<file path="src/rtl/dmem_arbiter_pkg.sv">
// Shared definitions for the data-memory arbiter: default widths and FSM encoding.
package dmem_arbiter_pkg;

    localparam int unsigned AW_DEF = 32;
    localparam int unsigned DW_DEF = 32;

    typedef enum logic [1:0] {
        IDLE  = 2'd0,
        ISSUE = 2'd1,
        RESP  = 2'd2
    } state_t;

endpackage

</file>
<file path="src/rtl/dmem_arbiter_rr_arb2.sv">
// Two-way round-robin picker; a tie goes to the requester not granted last.
module rr_arb2 (
    input  logic       clk,
    input  logic       rst,
    input  logic [1:0] req,
    input  logic       take,
    output logic       pick_c,
    output logic       valid_c
);

    logic last;

    always_comb begin
        valid_c = |req;
        pick_c  = (req == 2'b11) ? ~last : req[1];
    end

    // Reset to "m1 granted last" so m0 wins the first tie after reset.
    always_ff @(posedge clk or posedge rst) begin
        if (rst) begin
            last <= 1'b1;
        end else if (take && valid_c) begin
            last <= pick_c;
        end
    end

endmodule

</file>
<file path="src/rtl/dmem_arbiter.sv">
// Arbitrates the core (m0) and coprocessor/DMA (m1) onto one single-port data memory
// with a fixed three-cycle request/issue/response sequence.
module dmem_arbiter
    import dmem_arbiter_pkg::*;
#(
    parameter int unsigned AW = AW_DEF,
    parameter int unsigned DW = DW_DEF
) (
    input  logic          clk,
    input  logic          rst,

    input  logic          m0_req,
    input  logic          m0_we,
    input  logic [AW-1:0] m0_addr,
    input  logic [DW-1:0] m0_wd,
    output logic [DW-1:0] m0_rd,
    output logic          m0_ack,

    input  logic          m1_req,
    input  logic          m1_we,
    input  logic [AW-1:0] m1_addr,
    input  logic [DW-1:0] m1_wd,
    output logic [DW-1:0] m1_rd,
    output logic          m1_ack,

    output logic          mem_en,
    output logic          mem_we,
    output logic [AW-1:0] mem_addr,
    output logic [DW-1:0] mem_wd,
    input  logic [DW-1:0] mem_rd,

    output logic          hold,
    output logic          owner
);

    state_t state;
    logic   pick_c;
    logic   valid_c;

    rr_arb2 u_rr_arb2 (
        .clk     (clk),
        .rst     (rst),
        .req     ({m1_req, m0_req}),
        .take    (state == IDLE),
        .pick_c  (pick_c),
        .valid_c (valid_c)
    );

    // The mem_* registers double as the latched command; they are only non-zero in ISSUE.
    always_ff @(posedge clk or posedge rst) begin
        if (rst) begin
            state    <= IDLE;
            owner    <= 1'b0;
            mem_en   <= 1'b0;
            mem_we   <= 1'b0;
            mem_addr <= '0;
            mem_wd   <= '0;
            m0_ack   <= 1'b0;
            m1_ack   <= 1'b0;
        end else begin
            m0_ack <= 1'b0;
            m1_ack <= 1'b0;
            case (state)
                IDLE: begin
                    if (valid_c) begin
                        owner    <= pick_c;
                        mem_en   <= 1'b1;
                        mem_we   <= pick_c ? m1_we   : m0_we;
                        mem_addr <= pick_c ? m1_addr : m0_addr;
                        mem_wd   <= pick_c ? m1_wd   : m0_wd;
                        state    <= ISSUE;
                    end
                end
                ISSUE: begin
                    mem_en   <= 1'b0;
                    mem_we   <= 1'b0;
                    mem_addr <= '0;
                    mem_wd   <= '0;
                    m0_ack   <= ~owner;
                    m1_ack   <= owner;
                    state    <= RESP;
                end
                RESP: begin
                    state <= IDLE;
                end
                default: begin
                    state <= IDLE;
                end
            endcase
        end
    end

    // Memory read data arrives during RESP, so the return path is steered combinationally.
    always_comb begin
        m0_rd = '0;
        m1_rd = '0;
        if (state == RESP) begin
            if (owner) begin
                m1_rd = mem_rd;
            end else begin
                m0_rd = mem_rd;
            end
        end
    end

    assign hold = m0_req & ~m0_ack;

endmodule

</file>
<file path="config.mk">
export PLATFORM = sky130hd
export DESIGN_NAME = dmem_arbiter
export DESIGN_NICKNAME = d
export VERILOG_FILES = /design/src/rtl/dmem_arbiter_pkg.sv /design/src/rtl/dmem_arbiter_rr_arb2.sv /design/src/rtl/dmem_arbiter.sv
export SDC_FILE = /design/constraint.sdc
export NUM_CORES = 1
export LEC_CHECK = 0
export CORE_AREA = 2 2 117 119
export CTS_CLUSTER_SIZE = 25
export DETAILED_ROUTE_END_ITERATION = 6
export DIE_AREA = 0 0 119 121
export MAX_ROUTING_LAYER = met4
export PLACE_DENSITY = 0.67
export SLEW_MARGIN = 0
export SYNTH_ARGS = -nofsm -noshare
export SYNTH_HDL_FRONTEND = slang
export SYNTH_SLANG_ARGS = --single-unit
</file>
<file path="constraint.sdc">
create_clock -name clk -period 4.4 [get_ports clk]
set_clock_uncertainty 0.15 [all_clocks]
set_input_delay 0.66 -clock clk [delete_from_list [all_inputs] [get_ports clk]]
set_output_delay 0.66 -clock clk [all_outputs]
set_load 0.03 [all_outputs]
</file>
==> results of run 1 <==
==> layer usage <==
layer	vias to the layer above	routed length (um)	GRT usage, %
li1	1785	-	-
met1	1852	6790	27.1
met2	204	7370	35.0
met3	13	1300	6.53
met4	0	167	5.95
met5	-	0	-
==> registers in the layout (all words and copies together), names as in the netlist <==
register / cells
owner: 1
mem_we: 1
m0_ack: 1
mem_addr: 32
m1_ack: 1
mem_wd: 32
state: 2
mem_en: 1
u_rr_arb2.last: 1
==> power by group through the flow <==
stage | combinational (uW) | clock [uW] | sequential (uW)
after floorplan | 992 | 0 | 1780
after global placement | 2720 | 0 | 1180
after detailed placement | 2740 | 0 | 1190
after CTS | 2760 | 808 | 1190
after global routing | 2870 | 832 | 1230
final | 2730 | 783 | 1190
==> per-stage QoR <==
stage               worst slack [ns]  instances
finish                          1.09        786
global route                   0.959        786
floorplan                       1.77        321
global placement                1.44        769
detailed placement              1.43        769
CTS                             1.08        784
==> cells by family (layout without fill, tap and decap cells) <==
kind of cell,Yosys count,in the layout,share of synthesized area (%)
other,0,2,0
AO/OA/AOI/OAI,71,71,19.2
AND/OR/NAND/NOR,142,142,24.9
buffers and inverters,36,323,5.33
flip-flops,72,72,50.5
==> cell usage in the layout (no fill, tap or decap) <==
| cell | Yosys | final |
|---|---|---|
| and3b_1 | 1 | 1 |
| nor3b_2 | 1 | 1 |
| nand2b_2 | 0 | 1 |
| dfstp_2 | 1 | 1 |
| a31oi_1 | 1 | 1 |
| clkinvlp_4 | 0 | 1 |
| clkbuf_8 | 0 | 1 |
| o21a_1 | 1 | 1 |
| and3_2 | 0 | 1 |
| and2_1 | 65 | 65 |
| inv_1 | 2 | 1 |
| dfrtp_1 | 71 | 71 |
| a21o_1 | 1 | 1 |
| and3_1 | 66 | 65 |
| nor3b_4 | 0 | 1 |
| bufinv_16 | 0 | 2 |
| nor2_1 | 2 | 2 |
| clkinv_2 | 0 | 1 |
| inv_2 | 0 | 1 |
| nor3_1 | 1 | 1 |
| nor2b_1 | 1 | 1 |
| clkinv_4 | 0 | 1 |
| clkdlybuf4s50_1 | 0 | 299 |
| nand2b_1 | 2 | 1 |
| a221o_1 | 65 | 65 |
| clkbuf_16 | 0 | 9 |
| buf_4 | 0 | 7 |
| nand2_1 | 1 | 1 |
| diode_2 | 0 | 2 |
| a21oi_1 | 3 | 3 |
| or2_2 | 0 | 1 |
==> final timing paths <==
check	start	end	slack, ns	depth (start not counted)
setup reg to reg	state[0]	mem_wd[3]	2.00	4
setup / recovery	state[0]	m1_rd[12]	1.09	3
hold reg to reg	mem_en	mem_en	0.35	1
min in group asynchronous	rst	mem_addr[14]	0.50	2
hold / removal	mem_en	mem_en	0.35	1
max in group asynchronous	rst	u_rr_arb2.last	2.84	3
==> cell type report <==
cell class | count | area share (%)
multi-input cells | 213 | 22.8
clock inverters | 5 | 1.16
inverters | 2 | 0.107
well taps | 176 | 3.15
repair buffers | 306 | 43.5
clock buffers | 10 | 3.42
flip-flops and latches | 72 | 25.8
diodes | 2 | 0.0716
==> results.ini, run 1 <==
[outcome]
status = complete, no violations

[synthesis]
synthesis.area_mm2 = 0.00357
ys_ff_latch = 72
synth.most_common_cell = dfrtp_1
synth_area_leaders = dfrtp_1 50%, a221o_1 18%, and3_1 12%, and2_1 11%, clkbuf_1 2.1%
postSynthAreaPerCell_um2 = 11.1
synth_warnings = 0
synth_top_area_share_pct = 49.8
synthDistinctLibCells = 23
synth_top_cell_by_area = dfrtp_1
syn-instance-count = 321
syn_nets = 487
synth_edf_count = 0
synth_ff_type = dfrtp_1
ys_seq_area_share_pct = 50.5
async_flop_share_pct = 100
synth_common_cells = 71 x dfrtp_1, 66 x and3_1, 65 x a221o_1, 65 x and2_1, 20 x clkbuf_1

[power_and_ir_drop]
clockPowerShare_pct = 16.6
p_comb_share_pct = 58.1
power_density_mw_per_mm2 = 673
p_sw_share_pct = 42.7
p_int_uw = 2700
power_switching_uw = 2010
seqPwrFrac_pct = 25.3
peakVddDrop_uv = 383
p_leak_uw = 0.00308
p_total_uw = 4710

[clock_network]
cts_hold_buffers = 0
tritoncts = built
cts_made_buffers = 9
clk_latency_ns = 0.32
ctsResizeCount = 0
htree_num_levels = 3
clk_pin_slew_worst_paths_ns = 0.06
cts_buffer_depth = 2
cts_root_buf = clkbuf_16
clkSinkCount = 72
post-cts-setup-buffer-count = 0

[drt]
avgViaCountPerCell = 4.90
drt_iter0_drc = 201
antenna_left = 0
first_pass_iters = 4
vias = 3854
wl_per_cell_um = 19.9
drc = 0
wl_um = 15600

[final_layout]
syn_to_final_growth_pct = 95.9
final_cell_area_mm2 = 0.00699
finalNetCount = 770
multi_input_area_mm2 = 0.00159
drive_above_1_share_pct = 4.77
fill_cells = 1140
final-seq-area_mm2 = 0.00180
finish.utilization_pct = 53.4

[hold_path]
min_path_type = reg -> reg

[floorplanning]
die_x_um = 119
ios = 300
row_count = 42
core_region_area_mm2 = 0.0131
die_area_mm2 = 0.0144
chipHeight_um = 121
start_util_pct = 27.3

[critical_path]
critPathTopFamily = simple AND/OR/NAND/NOR gates
crit_path_top_delay_cell = and3b_1
critical_path_required_ns = 3.59
cp.buffers_inverters = 1
cp-start-kind = flop
path_class = reg -> out
end_kind = primary output
path_max_fanout = 32
cp.arrival_ns = 2.50
cp_cell_sequence = and3b_1, and2_1, clkdlybuf4s50_1
slowest_delay_ns = 0.79

[grt]
grtUsageTotal_pct = 21.9
grt_first_pass_wirelength_um = 23500
grt-ovfl-total = 0
grt_pass1_vias = 4110
antenna_found_initial = 2
grt_max_degree = 67

[timing]
finalHoldViolCount = 0
setup_violations = 0
slew_headroom_pct = 25.1
tightest_slew_ns = 1.12
finalCritPeriodShare_pct = 75.1
fin_setup_tns_ns = 0
max_freq_mhz = 302
timing.hold.ws_ns = 0.355
slew_violations = 0
finalCriticalPeriod_ns = 3.31
rsz0062_at_grt = no

[place]
portBuffers = 299
dpl_cell_area_mm2 = 0.00667
globalplace.congestion = 0.804
dp_hpwl_um = 11300

[job]
drv_cap = 0

No activity file was read; power rests on OpenSTA's default activity.
==> inputs of run 2 (changes only) <==
clock period = 3.1 ns   (was 4.4 ns; I/O delays follow)
==> run 2 against run 1 <==
Net effect: setup slack got worse by 0.85 ns; critical path type unchanged; highest routed layer unchanged; sequential cell count did not move; non-clock buffer count rose by 1; first-iteration DRC count rose by 3.5%; die area did not move; power rose by 46%; critical path depth rose by 1; via count rose by 0.54%.
==> results.ini, run 2 (synthesis results as in run 1) <==
[outcome]
status = complete, no violations

[final_layout]
multi_input_area_mm2 = 0.00159  ; about the same
final_cell_mix = 299 x clkdlybuf4s50_1, 71 x dfrtp_1, 65 x and3_1, 65 x a221o_1, 65 x and2_1
drive_above_1_share_pct = 5.25  ; +0.48 points
final_common_cell = clkdlybuf4s50_1
fill_cells = 1152  ; +1.1%
top_regs = mem_addr x32, mem_wd x32, state x2
syn_to_final_growth_pct = 98.8
final-seq-area_mm2 = 0.00180  ; unchanged
finish.utilization_pct = 54.2  ; +0.80 points
finalNetCount = 771  ; +0.13%

[place]
globalplace.congestion = 0.861  ; +7.2%
portBuffers = 299  ; unchanged
dp_slack_ns = 0.428  ; -1.00 ns
dp_hpwl_um = 11300  ; -0.31%

[grt]
grt_first_pass_wirelength_um = 23000  ; -2.4%
grt_max_degree = 67  ; unchanged
grt-ovfl-total = 0  ; unchanged
grt_pass1_vias = 3989  ; -2.9%
antenna_found_initial = 0  ; -2
grtUsageTotal_pct = 21.7  ; -0.19 points

[power_and_ir_drop]
seqPwrFrac_pct = 24.6  ; -0.7 points
power_switching_uw = 2840  ; +42%
p_int_uw = 4040  ; +50%
power_density_mw_per_mm2 = 970  ; +44%
clockPowerShare_pct = 18.6  ; +2.0 points
p_sw_share_pct = 41.3  ; -1.3 points
p_comb_share_pct = 56.7  ; -1.4 points
p_leak_uw = 0.00313  ; +1.6%
peakVddDrop_uv = 371  ; -3.2%

[critical_path]
cp-start-kind = flop
r2r_start = state[0]
path_class = reg -> out
reg2reg_to = mem_wd[5]
path_max_fanout = 17  ; -47%
end_kind = primary output
reg2regPathDepth = 4  ; unchanged
critical_path_required_ns = 2.48  ; -1.11 ns
cp.arrival_ns = 2.25  ; -0.25 ns
regToRegSetupSlack_ns = 1.02  ; -0.98 ns

[clock_network]
post-cts-setup-buffer-count = 0  ; unchanged
clk_pin_slew_worst_paths_ns = 0.06  ; about the same
cts_buffer_depth = 2  ; unchanged
tritoncts = built
cts_root_buf = clkbuf_16
cts_made_buffers = 9  ; unchanged
cts_hold_buffers = 0  ; unchanged
clk_latency_ns = 0.34  ; +0.02 ns
htree_num_levels = 3  ; unchanged
clkSinkCount = 72  ; unchanged

[timing]
tightest_slew_ns = 0.641  ; -0.483 ns
finalCritPeriodShare_pct = 92.3
max_freq_mhz = 350
fin_setup_tns_ns = 0  ; unchanged
slew_violations = 0  ; unchanged
setup_slack_ns = 0.239  ; -0.855 ns
setup_violations = 0  ; unchanged
rsz0062_at_grt = no
finalHoldViolCount = 0  ; unchanged
slew_headroom_pct = 57.3  ; +32 points
finalCriticalPeriod_ns = 2.86
timing.hold.ws_ns = 0.300  ; -0.0546 ns

[drt]
avgViaCountPerCell = 4.92  ; +0.42%
wl_per_cell_um = 19.5  ; -1.7%
wl_um = 15400  ; -1.6%
drt_iter0_drc = 208  ; +3.5%
antenna_left = 0  ; unchanged
first_pass_iters = 4  ; unchanged
drc = 0  ; unchanged
vias = 3875  ; +0.54%

[floorplanning]
die_area_mm2 = 0.0144  ; unchanged
start_util_pct = 27.3  ; unchanged
ios = 300  ; unchanged
row_count = 42  ; unchanged
core_region_area_mm2 = 0.0131  ; unchanged
die_x_um = 119  ; unchanged
chipHeight_um = 121  ; unchanged

[job]
drv_cap = 0  ; unchanged

[hold_path]
min_path_type = in -> async

-- run 2: cell types whose count changed in the layout (fill, tap and decap cells not counted), sizes merged --
cell / delta
bufinv: +2
buf: +1
clkinvlp: -1
diode: -1
-- run 2: how the worst max path moves through the flow --
stage / depth (start not counted) / to / startpoint / slack [ns]
floorplan: 1 / m0_ack / rst / 0.66
finish: 4 / m1_rd[0] / state[0] / 0.24
global route: 4 / m1_rd[28] / state[0] / 0.12
global placement: 5 / mem_addr[29] / m0_req / 0.48
detailed placement: 5 / mem_wd[5] / m0_req / 0.43
CTS: 4 / m1_rd[31] / state[0] / 0.06
-- run 2: layout make-up --
| type | instances | area share (%) |
|---|---|---|
| Clock inverter | 6 | 1.83 |
| Timing Repair Buffer | 307 | 43.7 |
| Tap cell | 176 | 3.10 |
| Inverter | 2 | 0.106 |
| Multi-Input combinational cell | 213 | 22.4 |
| Antenna cell | 1 | 0.0353 |
| Clock buffer | 10 | 3.37 |
| Sequential cell | 72 | 25.4 |
-- run 2: critical path: stages, from the launching register on --
cell,delay [ns]
dfrtp_1,0.46
and3b_2,0.41
buf_4,0.22
and2_1,0.13
clkdlybuf4s50_1,0.67
-- run 2: timing repair --
action,4_1_cts,5_1_grt
gates resized for setup,0,1
hold endpoints to repair,0,0
endpoints found under the setup margin,0,17
-- run 2: metrics by stage --
step | instance area (um^2) | cells | total power [uW]
5_1_grt | 7100 | 786 | 7210
6_report | 7100 | 787 | 6880
2_1_floorplan | 3570 | 321 | 3940
3_3_place_gp | 6730 | 770 | 5580
4_1_cts | 7090 | 786 | 6950
3_5_place_dp | 6730 | 770 | 5630
-- run 2: power by group through the flow --
stage | Clock (uW) | Combinational (uW) | Sequential, uW
global placement | 0 | 3910 | 1670
detailed placement | 0 | 3930 | 1700
finish | 1280 | 3910 | 1690
floorplan | 0 | 1410 | 2530
global route | 1360 | 4110 | 1750
CTS | 1310 | 3940 | 1700
-- run 2: layer usage --
| metal | global-route usage [%] | share of wire, % | routed length (um) |
|---|---|---|---|
| met1 | 27.9 | 44 | 6780 |
| met2 | 32.2 | 45 | 6950 |
| met3 | 5.97 | 8.4 | 1300 |
| met4 | 9.15 | 2.4 | 362 |
| met5 | - | 0 | 0 |
